File: config.mk
export PLATFORM = sky130hd
export DESIGN_NAME = adc_decimator
export DESIGN_NICKNAME = d
export VERILOG_FILES = /design/src/rtl/openadc_pkg.sv /design/src/rtl/decim_accum.sv /design/src/rtl/adc_decimator.sv
export SDC_FILE = /design/constraint.sdc
export NUM_CORES = 1
export LEC_CHECK = 0
export BUFFER_PORTS_ARGS = -buffer_cell sky130_fd_sc_hd__buf_2
export CORE_AREA = 2 2 85 149
export CTS_BUF_LIST = sky130_fd_sc_hd__clkbuf_2
export DETAILED_ROUTE_END_ITERATION = 12
export DIE_AREA = 0 0 87 151
export PLACE_DENSITY = 0.64
export SKIP_LAST_GASP = 1
export SLEW_MARGIN = 20
export SYNTH_ARGS = -nofsm -noshare
export SYNTH_HDL_FRONTEND = slang
export SYNTH_SLANG_ARGS = --single-unit
File: constraint.sdc
create_clock -name clk -period 5.5 [get_ports clk]
set_clock_uncertainty 0.2 [all_clocks]
set_input_delay 1.1 -clock clk [delete_from_list [all_inputs] [get_ports clk]]
set_output_delay 1.1 -clock clk [all_outputs]
set_load 0.01 [all_outputs]
File: src/rtl/openadc_pkg.sv
`default_nettype none
// ============================================================================
// Module      : openadc_pkg
// Description : Shared constants and FSM state encoding for the ADC front end.
// Revision    : 1.0 - initial release
// ============================================================================
package openadc_pkg;
    localparam int ADC_DATA_W     = 10;
    localparam int DECIM_MAX_LOG2 = 8;
    localparam int DECIM_K_W      = 4;

    typedef enum logic [0:0] {
        ST_IDLE = 1'b0,
        ST_RUN  = 1'b1
    } decim_state_t;
endpackage
`default_nettype wire

File: src/rtl/decim_accum.sv
`default_nettype none
// ============================================================================
// Module      : decim_accum
// Description : Window accumulator, sticky over-range and pick/average result.
// Revision    : 1.0 - initial release
// ============================================================================
module decim_accum
    import openadc_pkg::*;
#(
    parameter int DATA_W   = ADC_DATA_W,
    parameter int MAX_LOG2 = DECIM_MAX_LOG2
) (
    input  logic                 clk,
    input  logic                 reset,
    input  logic                 clear_i,
    input  logic                 step_i,
    input  logic                 first_i,
    input  logic [DATA_W-1:0]    sample_i,
    input  logic                 or_i,
    input  logic [DECIM_K_W-1:0] k_i,
    input  logic                 mode_avg_i,
    output logic [DATA_W-1:0]    result_o,
    output logic                 sticky_o
);
    localparam int ACC_W = DATA_W + MAX_LOG2;

    logic [ACC_W-1:0] acc_q, acc_d, sum;
    logic             sticky_q, sticky_d, sticky_now;

    // Running total including the current sample; index 0 starts a fresh window.
    always_comb begin
        sum        = (first_i ? '0 : acc_q) + {{MAX_LOG2{1'b0}}, sample_i};
        sticky_now = or_i | (~first_i & sticky_q);
        result_o   = mode_avg_i ? DATA_W'(sum >> k_i) : sample_i;
        sticky_o   = sticky_now;

        acc_d    = acc_q;
        sticky_d = sticky_q;
        if (clear_i) begin
            acc_d    = '0;
            sticky_d = 1'b0;
        end else if (step_i) begin
            acc_d    = sum;
            sticky_d = sticky_now;
        end
    end

    always_ff @(posedge clk) begin
        if (reset) begin
            acc_q    <= '0;
            sticky_q <= 1'b0;
        end else begin
            acc_q    <= acc_d;
            sticky_q <= sticky_d;
        end
    end
endmodule
`default_nettype wire

File: src/rtl/adc_decimator.sv
`default_nettype none
// ============================================================================
// Module      : adc_decimator
// Description : Trigger-aligned 2^k decimator (pick or boxcar average) with
//               over-range tracking and emitted-sample counter.
// Revision    : 1.0 - initial release
// ============================================================================
module adc_decimator
    import openadc_pkg::*;
#(
    parameter int DATA_W   = ADC_DATA_W,
    parameter int MAX_LOG2 = DECIM_MAX_LOG2,
    parameter int CNT_W    = 32
) (
    input  logic                 clk,
    input  logic                 reset,
    input  logic [DATA_W-1:0]    adc_data_i,
    input  logic                 adc_or_i,
    input  logic                 capture_go_i,
    input  logic [DECIM_K_W-1:0] decim_log2_i,
    input  logic                 mode_avg_i,
    output logic [DATA_W-1:0]    data_o,
    output logic                 or_o,
    output logic                 valid_o,
    output logic                 active_o,
    output logic [CNT_W-1:0]     sample_count_o
);
    localparam logic [DECIM_K_W-1:0] C_MAX_K   = DECIM_K_W'(MAX_LOG2);
    localparam logic [MAX_LOG2-1:0]  C_WIN_ONE = 1;
    localparam logic [CNT_W-1:0]     C_CNT_ONE = 1;

    decim_state_t          state_q, state_d;
    logic [DECIM_K_W-1:0]  k_q, k_d, k_sel, k_clamp;
    logic                  mode_q, mode_d, mode_sel;
    logic [MAX_LOG2-1:0]   win_q, win_d, last_idx;
    logic [DATA_W-1:0]     data_q, data_d;
    logic                  or_q, or_d, valid_q, valid_d;
    logic [CNT_W-1:0]      count_q, count_d;
    logic                  step, clear, first, last;
    logic [DATA_W-1:0]     result;
    logic                  sticky;

    assign k_clamp  = (decim_log2_i > C_MAX_K) ? C_MAX_K : decim_log2_i;
    assign first    = (win_q == '0);
    assign last_idx = ~({MAX_LOG2{1'b1}} << k_sel);
    assign last     = (win_q == last_idx);

    // The start-of-capture sample is consumed with the freshly latched config.
    always_comb begin
        state_d  = state_q;
        k_d      = k_q;
        mode_d   = mode_q;
        win_d    = win_q;
        data_d   = data_q;
        or_d     = or_q;
        valid_d  = 1'b0;
        count_d  = count_q;
        k_sel    = k_q;
        mode_sel = mode_q;
        step     = 1'b0;
        clear    = 1'b0;

        case (state_q)
            ST_IDLE: begin
                if (capture_go_i) begin
                    state_d  = ST_RUN;
                    k_d      = k_clamp;
                    mode_d   = mode_avg_i;
                    k_sel    = k_clamp;
                    mode_sel = mode_avg_i;
                    count_d  = '0;
                    step     = 1'b1;
                end
            end
            ST_RUN: begin
                if (!capture_go_i) begin
                    state_d = ST_IDLE;
                    clear   = 1'b1;
                    win_d   = '0;
                end else begin
                    step = 1'b1;
                end
            end
            default: state_d = ST_IDLE;
        endcase

        if (step) begin
            win_d = last ? '0 : win_q + C_WIN_ONE;
            if (last) begin
                valid_d = 1'b1;
                data_d  = result;
                or_d    = sticky;
                count_d = (count_d == '1) ? count_d : count_d + C_CNT_ONE;
            end
        end
    end

    decim_accum #(
        .DATA_W   (DATA_W),
        .MAX_LOG2 (MAX_LOG2)
    ) u_accum (
        .clk        (clk),
        .reset      (reset),
        .clear_i    (clear),
        .step_i     (step),
        .first_i    (first),
        .sample_i   (adc_data_i),
        .or_i       (adc_or_i),
        .k_i        (k_sel),
        .mode_avg_i (mode_sel),
        .result_o   (result),
        .sticky_o   (sticky)
    );

    always_ff @(posedge clk) begin
        if (reset) begin
            state_q <= ST_IDLE;
            k_q     <= '0;
            mode_q  <= 1'b0;
            win_q   <= '0;
            data_q  <= '0;
            or_q    <= 1'b0;
            valid_q <= 1'b0;
            count_q <= '0;
        end else begin
            state_q <= state_d;
            k_q     <= k_d;
            mode_q  <= mode_d;
            win_q   <= win_d;
            data_q  <= data_d;
            or_q    <= or_d;
            valid_q <= valid_d;
            count_q <= count_d;
        end
    end

    assign data_o         = data_q;
    assign or_o           = or_q;
    assign valid_o        = valid_q;
    assign active_o       = (state_q == ST_RUN);
    assign sample_count_o = count_q;
endmodule
`default_nettype wire
==> flow_summary_export.csv, run 1 <==
group,metric,value,unit
synthesis,synthSimpleGateAreaFrac,29.4,%
worst_setup_path,worstSetupEndpointType,"register",
clock_tree,cts_buffers,9,
global_route,grt_pass1_vias,5225,
synthesis,ys_ff_latch,77,
routing,avgRoutedWirePerCell,18.2,um
floorplan,pin_count,64,
synthesis,synth_edf_count,0,
clock_tree,path_clk_slew,270,ps
synthesis,synthAdderAreaFrac,3.47,%
pwr,p_leak,2.24,nW
routing,drt_iter0_drc,335,
pwr,switchingPower,0.435,mW
timing,rsz0062_at_grt,"no",
finish,fin_util,48.8,%
pwr,vdd_ir_drop_max,0.129,mV
synthesis,synthMuxAreaShare,4.87,%
synthesis,yosysWarnings,0,
global_route,track_usage,25.0,%
placement,dp.final_hpwl,12100,um
synthesis,ys.flop_type,"dfxtp_1",
clock_tree,cts_sinks,77,
status,status,"complete, no violations",
floorplan,num_rows,53,
pwr,powerDensity,212,nW/um2
timing,setup_viol,0,
floorplan,start_util,44.4,%
synthesis,synth_top_family_by_area,"simple AND/OR/NAND/NOR gates",
flow_run,drv_cap,0,
hold_path,min_path_type,"register to register",
floorplan,die-width,87,um
clock_tree,post-cts-setup-buffer-count,0,
clock_tree,cts-root-buf,"clkbuf_2",
global_route,grt_antenna_before_repair,1,
worst_setup_path,crit_required,5830,ps
worst_setup_path,startpoint_type,"register",
global_route,grt_pass1_wl,25900,um
clock_tree,cts_buffer_depth,2,
finish,finalNetCount,767,
floorplan,die_y,151,um
floorplan,dieArea,13100,um2
global_route,grt_max_degree,42,
global_route,grt_overflow,0,
timing,slew_viol_final,0,
synthesis,synth_compound_area_share,20.9,%
pwr,seqPwrFrac,48.3,%
routing,firstDrtPassIters,4,
routing,routed_wl,15900,um
worst_setup_path,crit_path_max_fanout,11,
finish,area_growth,10.0,%
clock_tree,ctsHoldBuffers,0,
clock_tree,cts_tree,"done",
timing,fin_crit,5050,ps
pwr,comb_power_share,22.8,%
timing,tns,0,ps
finish,final_area,5800,um2
clock_tree,htreeDepth,3,
synthesis,yosysUniqueCellTypes,74,
routing,ant_nets,0,
routing,num_vias,5339,
clock_tree,clk_latency,600,ps
placement,finalWeightedCongestion,0.957,
clock_tree,cts_resized,0,
routing,vias_per_cell,6.09,
pwr,p_clk_share,28.9,%
pwr,swShare,35.4,%
synthesis,avgSynthCellArea,7.66,um2
synthesis,syn_inst,688,
timing,post-route-period-util,91.9,%
synthesis,syn-num-nets,721,
finish,drive_gt1_share,15.7,%
synthesis,synth-seq-area-share,29.2,%
timing,clock.fmax,198,MHz
synthesis,synth_xor_area_share,7.15,%
worst_setup_path,cp.arrival,5390,ps
timing,slew_headroom,28.5,%
placement,dpl_cell_area,5670,um2
placement,io_buffers,63,
floorplan,core,11900,um2
synthesis,syn_area,5270,um2
synthesis,async_flop_share,0,%
timing,finalHoldViolCount,0,
pwr,p_int,0.794,mW
worst_setup_path,crit_type,"register to register",
routing,drc,0,
timing,worst_pin_slew,1070,ps
## critical path, cell delays in order (launching register included)
cell      delay, ps
dfxtp_1         440
or4_4           560
or4b_1          730
and2_1          250
ha_1            460
and4_1          290
nand2_1          60
a21o_1          220
and2_1          210
or4b_2          620
and4bb_2        260
o32ai_1         310
a221oi_1        150
nor4_1          240
## final timing paths
kind / depth (start not counted) / slack [ps] / to / startpoint
max: 13 / 450 / data_o[8] / win_q[4]
min: 2 / 300 / u_accum.acc_q[1] / u_accum.acc_q[1]
max reg2reg: 13 / 450 / data_o[8] / win_q[4]
min reg2reg: 2 / 300 / u_accum.acc_q[1] / u_accum.acc_q[1]
## cell usage after synthesis (3+ instances only)
cell type,n,share of area (%)
xnor2_1,32,5.3
nand4_1,11,1.3
a211o_1,3,0.50
o32a_1,4,0.76
o22ai_1,7,0.83
mux2_2,5,1.1
nor3_1,26,2.5
o32ai_1,3,0.50
o31ai_1,3,0.43
o211ai_1,7,1.0
o21a_1,3,0.43
or2_2,4,0.47
clkbuf_1,29,2.1
xor2_1,11,1.8
o221ai_1,4,0.66
nor4_1,8,0.95
or3_1,7,0.83
a221oi_1,3,0.50
and4_1,3,0.50
inv_1,23,1.6
and3_1,9,1.1
a21o_1,8,1.1
nand2_1,56,4.0
and2_1,14,1.7
a31oi_1,9,1.1
a22oi_1,4,0.57
o21ai_0,32,3.0
buf_1,3,0.21
nor2_1,107,7.6
buf_2,3,0.28
a32oi_1,4,0.66
a22o_1,3,0.50
buf_6,3,0.64
mux2i_1,17,3.2
nor3b_1,4,0.57
a21oi_1,40,3.8
dfxtp_1,77,29
nand2b_1,13,1.5
a211oi_1,12,1.7
ha_1,13,3.1
nand3_1,20,1.9
## area by class of cell
| cell class | instances | area, um2 |
|---|---|---|
| multi-input combinational | 549 | 3470 |
| sequential | 77 | 1540 |
| clock inverter | 7 | 82.6 |
| antenna | 1 | 2.50 |
| inverter | 23 | 86.3 |
| tap | 137 | 171 |
| fill | 1195 | 6070 |
| timing repair buffer | 74 | 398 |
| clock buffer | 9 | 45.0 |
## cells in the final DEF, fill, tap and decap left out, types with 4 or more instances in the layout
cell,count
a211oi_1,12
a21o_1,8
a21oi_1,40
a22oi_1,4
a31oi_1,9
a32oi_1,4
and2_1,14
and3_1,9
buf_2,63
buf_4,11
clkbuf_2,9
dfxtp_1,77
ha_1,13
inv_1,23
mux2_2,5
mux2i_1,16
nand2_1,56
nand2b_1,13
nand3_1,20
nand4_1,11
nor2_1,107
nor3_1,26
nor3b_1,4
nor4_1,8
o211ai_1,7
o21ai_0,32
o221ai_1,4
o22ai_1,7
o32a_1,4
or2_2,4
or3_1,7
xnor2_1,32
xor2_1,11
## cell families after synthesis
family                   count (synthesis)
buffers and inverters                   62
XOR/XNOR                                43
flip-flops                              77
multiplexers                            24
AO/OA/AOI/OAI                          166
AND/OR/NAND/NOR                        302
adder cells (fa/ha/maj)                 14
## power by group through the flow
stage                     combinational, mW  clock [mW]  sequential [mW]
final                                 0.280       0.355            0.594
after global routing                  0.309       0.385            0.596
after CTS                             0.278       0.362            0.594
after detailed placement              0.276           0            0.604
after global placement                0.274           0            0.604
after floorplan                       0.194           0            0.604
## metrics by stage
step                      setup WS, ps  std cells  power (mW)  hold slack (ps)
final                              447        877        1.23              302
after global routing               157        877        1.29              323
after CTS                          426        876        1.23              303
after detailed placement           491        860       0.880              276
after global placement             642        860       0.878              259
after floorplan                    526        688       0.798              250
## registers in the layout, indices dropped and copies added, names as in the netlist, 4 cells and up
signal,cells
sample_count_o,32
u_accum.acc_q,18
data_o,10
win_q,8
k_q,4
## routing by layer
metal  routed length, um  vias up  global-route usage, %
met2                8390      189                   45.3
met3                 781       55                   3.60
met4                 772        0                   13.2
met5                   0        -                      0
li1                    -     2582                      -
met1                5990     2513                   27.4
No activity file was read; power rests on OpenSTA's default activity.
==> inputs of run 2 (changes only) <==
clock period = 5 ns   (was 5.5 ns; I/O delays follow)
==> run 2 against run 1 <==
Net effect:
- final cell count up 0.91%
- register-to-register slack worse by 210 ps
- die area unchanged
- sequential power up 10%
- combinational power up 12%
- clock power about the same
- sequential share of layout area down 0.28 points
- critical path type unchanged
- worst setup slack worse by 210 ps
- non-clock buffer count up 9
==> flow_summary_export.csv, run 2 (synthesis results as in run 1) <==
group,metric,value,unit
finish,multi_input_area,3480,um2
global_route,grt_max_degree,42,
clock_tree,path_clk_slew,260,ps
floorplan,dieArea,13100,um2
worst_setup_path,worstSetupEndpointType,"register",
pwr,switchingPower,0.491,mW
timing,post-route-period-util,95.2,%
pwr,p_clk_share,26.7,%
finish,finalNetCount,776,
clock_tree,cts_tree,"done",
placement,pre_cts_slack,133,ps
pwr,comb_power_share,23.8,%
global_route,grt_pass1_vias,5336,
worst_setup_path,startpoint_type,"register",
timing,slew_headroom,32.0,%
floorplan,die-width,87,um
timing,rsz0062_at_grt,"no",
clock_tree,ctsHoldBuffers,0,
timing,tns,0,ps
routing,drt_iter0_drc,254,
finish,num-fill-cells,1169,
worst_setup_path,r2r-start,"win_q[5]",
finish,drive_gt1_share,17.0,%
pwr,p_leak,2.28,nW
worst_setup_path,crit_required,5330,ps
floorplan,num_rows,53,
global_route,grt_pass1_wl,26000,um
pwr,powerDensity,226,nW/um2
clock_tree,cts_buffers,9,
floorplan,die_y,151,um
floorplan,core,11900,um2
floorplan,start_util,44.4,%
finish,final_cell_mix,"nor2_1 (107), dfxtp_1 (77), buf_2 (63), nand2_1 (56), a21oi_1 (40)",
routing,num_vias,5449,
routing,firstDrtPassIters,5,
worst_setup_path,cp.arrival,5090,ps
routing,vias_per_cell,6.16,
clock_tree,cts_sinks,77,
timing,clock.fmax,210,MHz
finish,largest_reg_flops,32,
timing,setup_viol,0,
placement,finalWeightedCongestion,0.990,
pwr,swShare,37.2,%
finish,regArea,1540,um2
status,status,"complete, no violations",
timing,fin_ws,239,ps
routing,routed_wl,16200,um
global_route,track_usage,25.1,%
placement,io_buffers,63,
global_route,grt_antenna_before_repair,0,
routing,ant_nets,0,
hold_path,min_from,"u_accum.acc_q[1]",
finish,diodes,0,
global_route,grt_overflow,0,
pwr,vdd_ir_drop_max,0.0908,mV
worst_setup_path,crit_start,"win_q[5]",
finish,area_growth,11.2,%
pwr,p_int,0.830,mW
clock_tree,htreeDepth,3,
pwr,seqPwrFrac,49.5,%
placement,dp.final_hpwl,12300,um
timing,finalHoldViolCount,0,
routing,avgRoutedWirePerCell,18.3,um
clock_tree,cts_buffer_depth,2,
worst_setup_path,crit_path_max_fanout,11,
hold_path,min_path_type,"register to register",
timing,fin_crit,4760,ps
pwr,finalPower,1.32,mW
clock_tree,cts-root-buf,"clkbuf_2",
timing,worst_pin_slew,1020,ps
finish,layout_commonest_cell,"nor2_1",
routing,drc,0,
flow_run,drv_cap,0,
worst_setup_path,crit_type,"register to register",
floorplan,pin_count,64,
timing,slew_viol_final,0,
clock_tree,clk_latency,600,ps
run 2: changes by cell type in the layout (fill, tap and decap cells not counted), sizes merged:
cell,delta
buf,+9
bufinv,-1
diode,-1
inv,+1
run 2: worst paths after layout:
| kind | to | slack, ps | cells after the start |
|---|---|---|---|
| setup / recovery | data_o[8] | 240 | 14 |
| hold / removal | u_accum.acc_q[1] | 300 | 2 |
| setup reg to reg | data_o[8] | 240 | 14 |
| hold reg to reg | u_accum.acc_q[1] | 300 | 2 |
run 2: power by group through the flow:
stage / clock network (mW) / registers [mW] / logic, mW
after floorplan: 0 / 0.664 / 0.213
after global placement: 0 / 0.665 / 0.303
after detailed placement: 0 / 0.665 / 0.307
after CTS: 0.365 / 0.654 / 0.308
after global routing: 0.393 / 0.658 / 0.342
final: 0.353 / 0.654 / 0.314
run 2: timing repair:
item                                    in CTS  in global routing
endpoints found under the setup margin       0                  5
buffers inserted                             0                  0
resized for setup                            0                  2
run 2: metal layers:
layer | track usage, % | up-vias | part of all wire (%)
li1 | - | 2590 | -
met1 | 26.4 | 2602 | 37
met2 | 46.8 | 192 | 54
met3 | 2.94 | 65 | 4.2
met4 | 14.1 | 0 | 5.0
met5 | 0 | - | 0
run 2: per-stage QoR:
step	area [um2]	std cells	hold WS (ps)	utilization (%)
finish	5860	885	299	49.4
global route	5860	885	322	49.4
CTS	5850	885	302	49.3
detailed placement	5730	869	274	48.3
global placement	5730	869	257	48.3
floorplan	5270	688	250	-
run 2: final cells by class:
type                            count  share of cell area [%]
Multi-Input combinational cell    549                    59.4
Inverter                           23                    1.47
Tap cell                          137                    2.93
Timing Repair Buffer               83                    7.94
Clock buffer                        9                   0.769
Sequential cell                    77                    26.3
Clock inverter                      7                    1.17
run 2: worst max-delay path, stage by stage, from the launching register on:
cell and delay [ps]:
dfxtp_1 430, or4_4 520, or4b_4 620, nand2_1 150, inv_1 50, ha_1 280, a21o_1 140, nand4_1 260
a21o_1 280, and2_1 170, or4b_2 620, and4bb_2 270, o32ai_1 350, a221oi_1 160, nor4_1 200
==> inputs of run 3 (changes only) <==
CORE_AREA = 2 2 113 198   (was 2 2 85 149)
DIE_AREA = 0 0 115 200   (was 0 0 87 151)
PLACE_DENSITY = 0.41   (was 0.64)
==> run 3 against run 2 <==
Net effect:
- combinational power increased by 8.0%
- largest power group unchanged
- global-route usage decreased by 8.6 points
- sequential power decreased by 0.8%
- final cell count increased by 15%
- critical path depth decreased by 1
- routed wire length increased by 17%
- sequential cell count unchanged
- non-clock buffer count increased by 17
==> flow_summary_export.csv, run 3 (synthesis results as in run 1) <==
group,metric,value,unit
floorplan,die-width,115,um
floorplan,num_rows,71,
floorplan,dieArea,23000,um2
worst_setup_path,crit_required,5340,ps
worst_setup_path,critPathTopFamily,"simple AND/OR/NAND/NOR gates",
routing,drc,0,
global_route,grt_pass1_wl,29400,um
global_route,grt_antenna_before_repair,1,
placement,finalWeightedCongestion,0.866,
status,status,"complete, no violations",
routing,num_vias,5310,
finish,largest_reg_flops,32,
floorplan,core,21300,um2
worst_setup_path,rrSetupSlack,220,ps
worst_setup_path,crit_slowest_cell,"or4b_4",
timing,whs,307,ps
placement,io_buffers,63,
global_route,grt_pass1_vias,5334,
clock_tree,post-cts-setup-buffer-count,0,
clock_tree,cts_buffer_depth,2,
finish,num-fill-cells,2398,
timing,setup_viol,0,
floorplan,start_util,24.7,%
placement,dpl_cell_area,6010,um2
routing,firstDrtPassIters,5,
timing,clock.fmax,209,MHz
pwr,p_leak,2.38,nW
timing,slew_headroom,38.1,%
worst_setup_path,worstSetupEndpointType,"register",
clock_tree,ctsHoldBuffers,0,
routing,drt_iter0_drc,398,
global_route,grt_max_degree,24,
worst_setup_path,crit_type,"register to register",
finish,area_growth,17.0,%
routing,ant_nets,0,
global_route,grt.met3_usage,1.93,%
finish,layout_commonest_cell,"nor2_1",
global_route,grt_overflow,0,
routing,vias_per_cell,5.20,
clock_tree,cts_resized,0,
global_route,track_usage,16.5,%
clock_tree,clk_latency,620,ps
floorplan,pin_count,64,
clock_tree,cts-root-buf,"clkbuf_2",
worst_setup_path,cpPeakStageDelay,640,ps
finish,final_area,6170,um2
finish,drive_gt1_share,18.8,%
clock_tree,path_clk_slew,250,ps
timing,worst_pin_slew,903,ps
timing,finalHoldViolCount,0,
timing,rsz0062_at_grt,"no",
clock_tree,cts_tree,"done",
clock_tree,cts_sinks,77,
clock_tree,htreeDepth,3,
flow_run,drv_cap,0,
global_route,top_usage_layer,"met2",
worst_setup_path,crit_path_max_fanout,12,
pwr,vdd_ir_drop_max,0.106,mV
worst_setup_path,crit_chain,"or4_4 > or4b_4 > and2_1 > ha_1 > and4_1 > nand2_1 > a21o_1 > and2_1 > or4b_2 > and4bb_2 > o32ai_1 > a221oi_1 > nor4_1",
floorplan,die_y,200,um
finish,finalNetCount,793,
worst_setup_path,startpoint_type,"register",
finish,final_cell_mix,"nor2_1 (107), dfxtp_1 (77), buf_2 (63), nand2_1 (56), a21oi_1 (40)",
placement,dp.final_hpwl,14600,um
clock_tree,cts_buffers,9,
global_route,globalRouteMet2Util,32.6,%
routing,avgRoutedWirePerCell,18.5,um
global_route,gr-usage-met1,17.6,%
worst_setup_path,cp.arrival,5120,ps
worst_setup_path,path_buf_inv,0,
pwr,powerDensity,232,nW/um2
routing,routed_wl,18900,um
timing,fin_crit,4780,ps
hold_path,min_path_type,"register to register",
timing,tns,0,ps
finish,fin_util,28.9,%
timing,slew_viol_final,0,
pwr,finalPower,1.43,mW
timing,post-route-period-util,95.6,%
worst_setup_path,path_common_cell,"and2_1",
## run 3: metal layers
layer | part of all wire [%] | routed length, um
met5 | 0 | 0
met3 | 2.9 | 554
met4 | 2.3 | 437
met1 | 39 | 7330
met2 | 56 | 10600
## run 3: final cells by class
class	instances	area [um2]	area share, %
diodes	1	2.50	0.0406
clock buffers	9	45.0	0.730
clock inverters	7	103	1.66
inverters	23	86.3	1.40
multi-input cells	549	3480	56.4
flip-flops and latches	77	1540	25.0
well taps	255	319	5.17
repair buffers	100	593	9.62
## run 3: worst paths after layout
check / startpoint / end / depth (start not counted)
worst max register to register: win_q[3] / data_o[8] / 13
worst min-delay path: u_accum.sticky_q / u_accum.sticky_q / 2
worst min register to register: u_accum.sticky_q / u_accum.sticky_q / 2
worst max-delay path: win_q[3] / data_o[8] / 13
## run 3: where the power goes
part / switching, mW / leakage [nW] / internal, mW
combinational: 0.215 / 1.67 / 0.124
clock: 0.271 / 0.0892 / 0.174
sequential: 0.0119 / 0.625 / 0.637
## run 3: stage by stage
step                std cells  worst slack [ps]
finish                   1021               218
global route             1021              85.0
CTS                      1020              35.4
detailed placement       1004              75.9
global placement         1004               135
floorplan                 688              26.5
## run 3: worst register-to-register path, delay by kind of cell (launching register included)
family	cells	cell delay [ps]
AND/OR/NAND/NOR	9	3000
AO/OA/AOI/OAI	3	780
flip-flops	1	370
adder cells (fa/ha/maj)	1	370
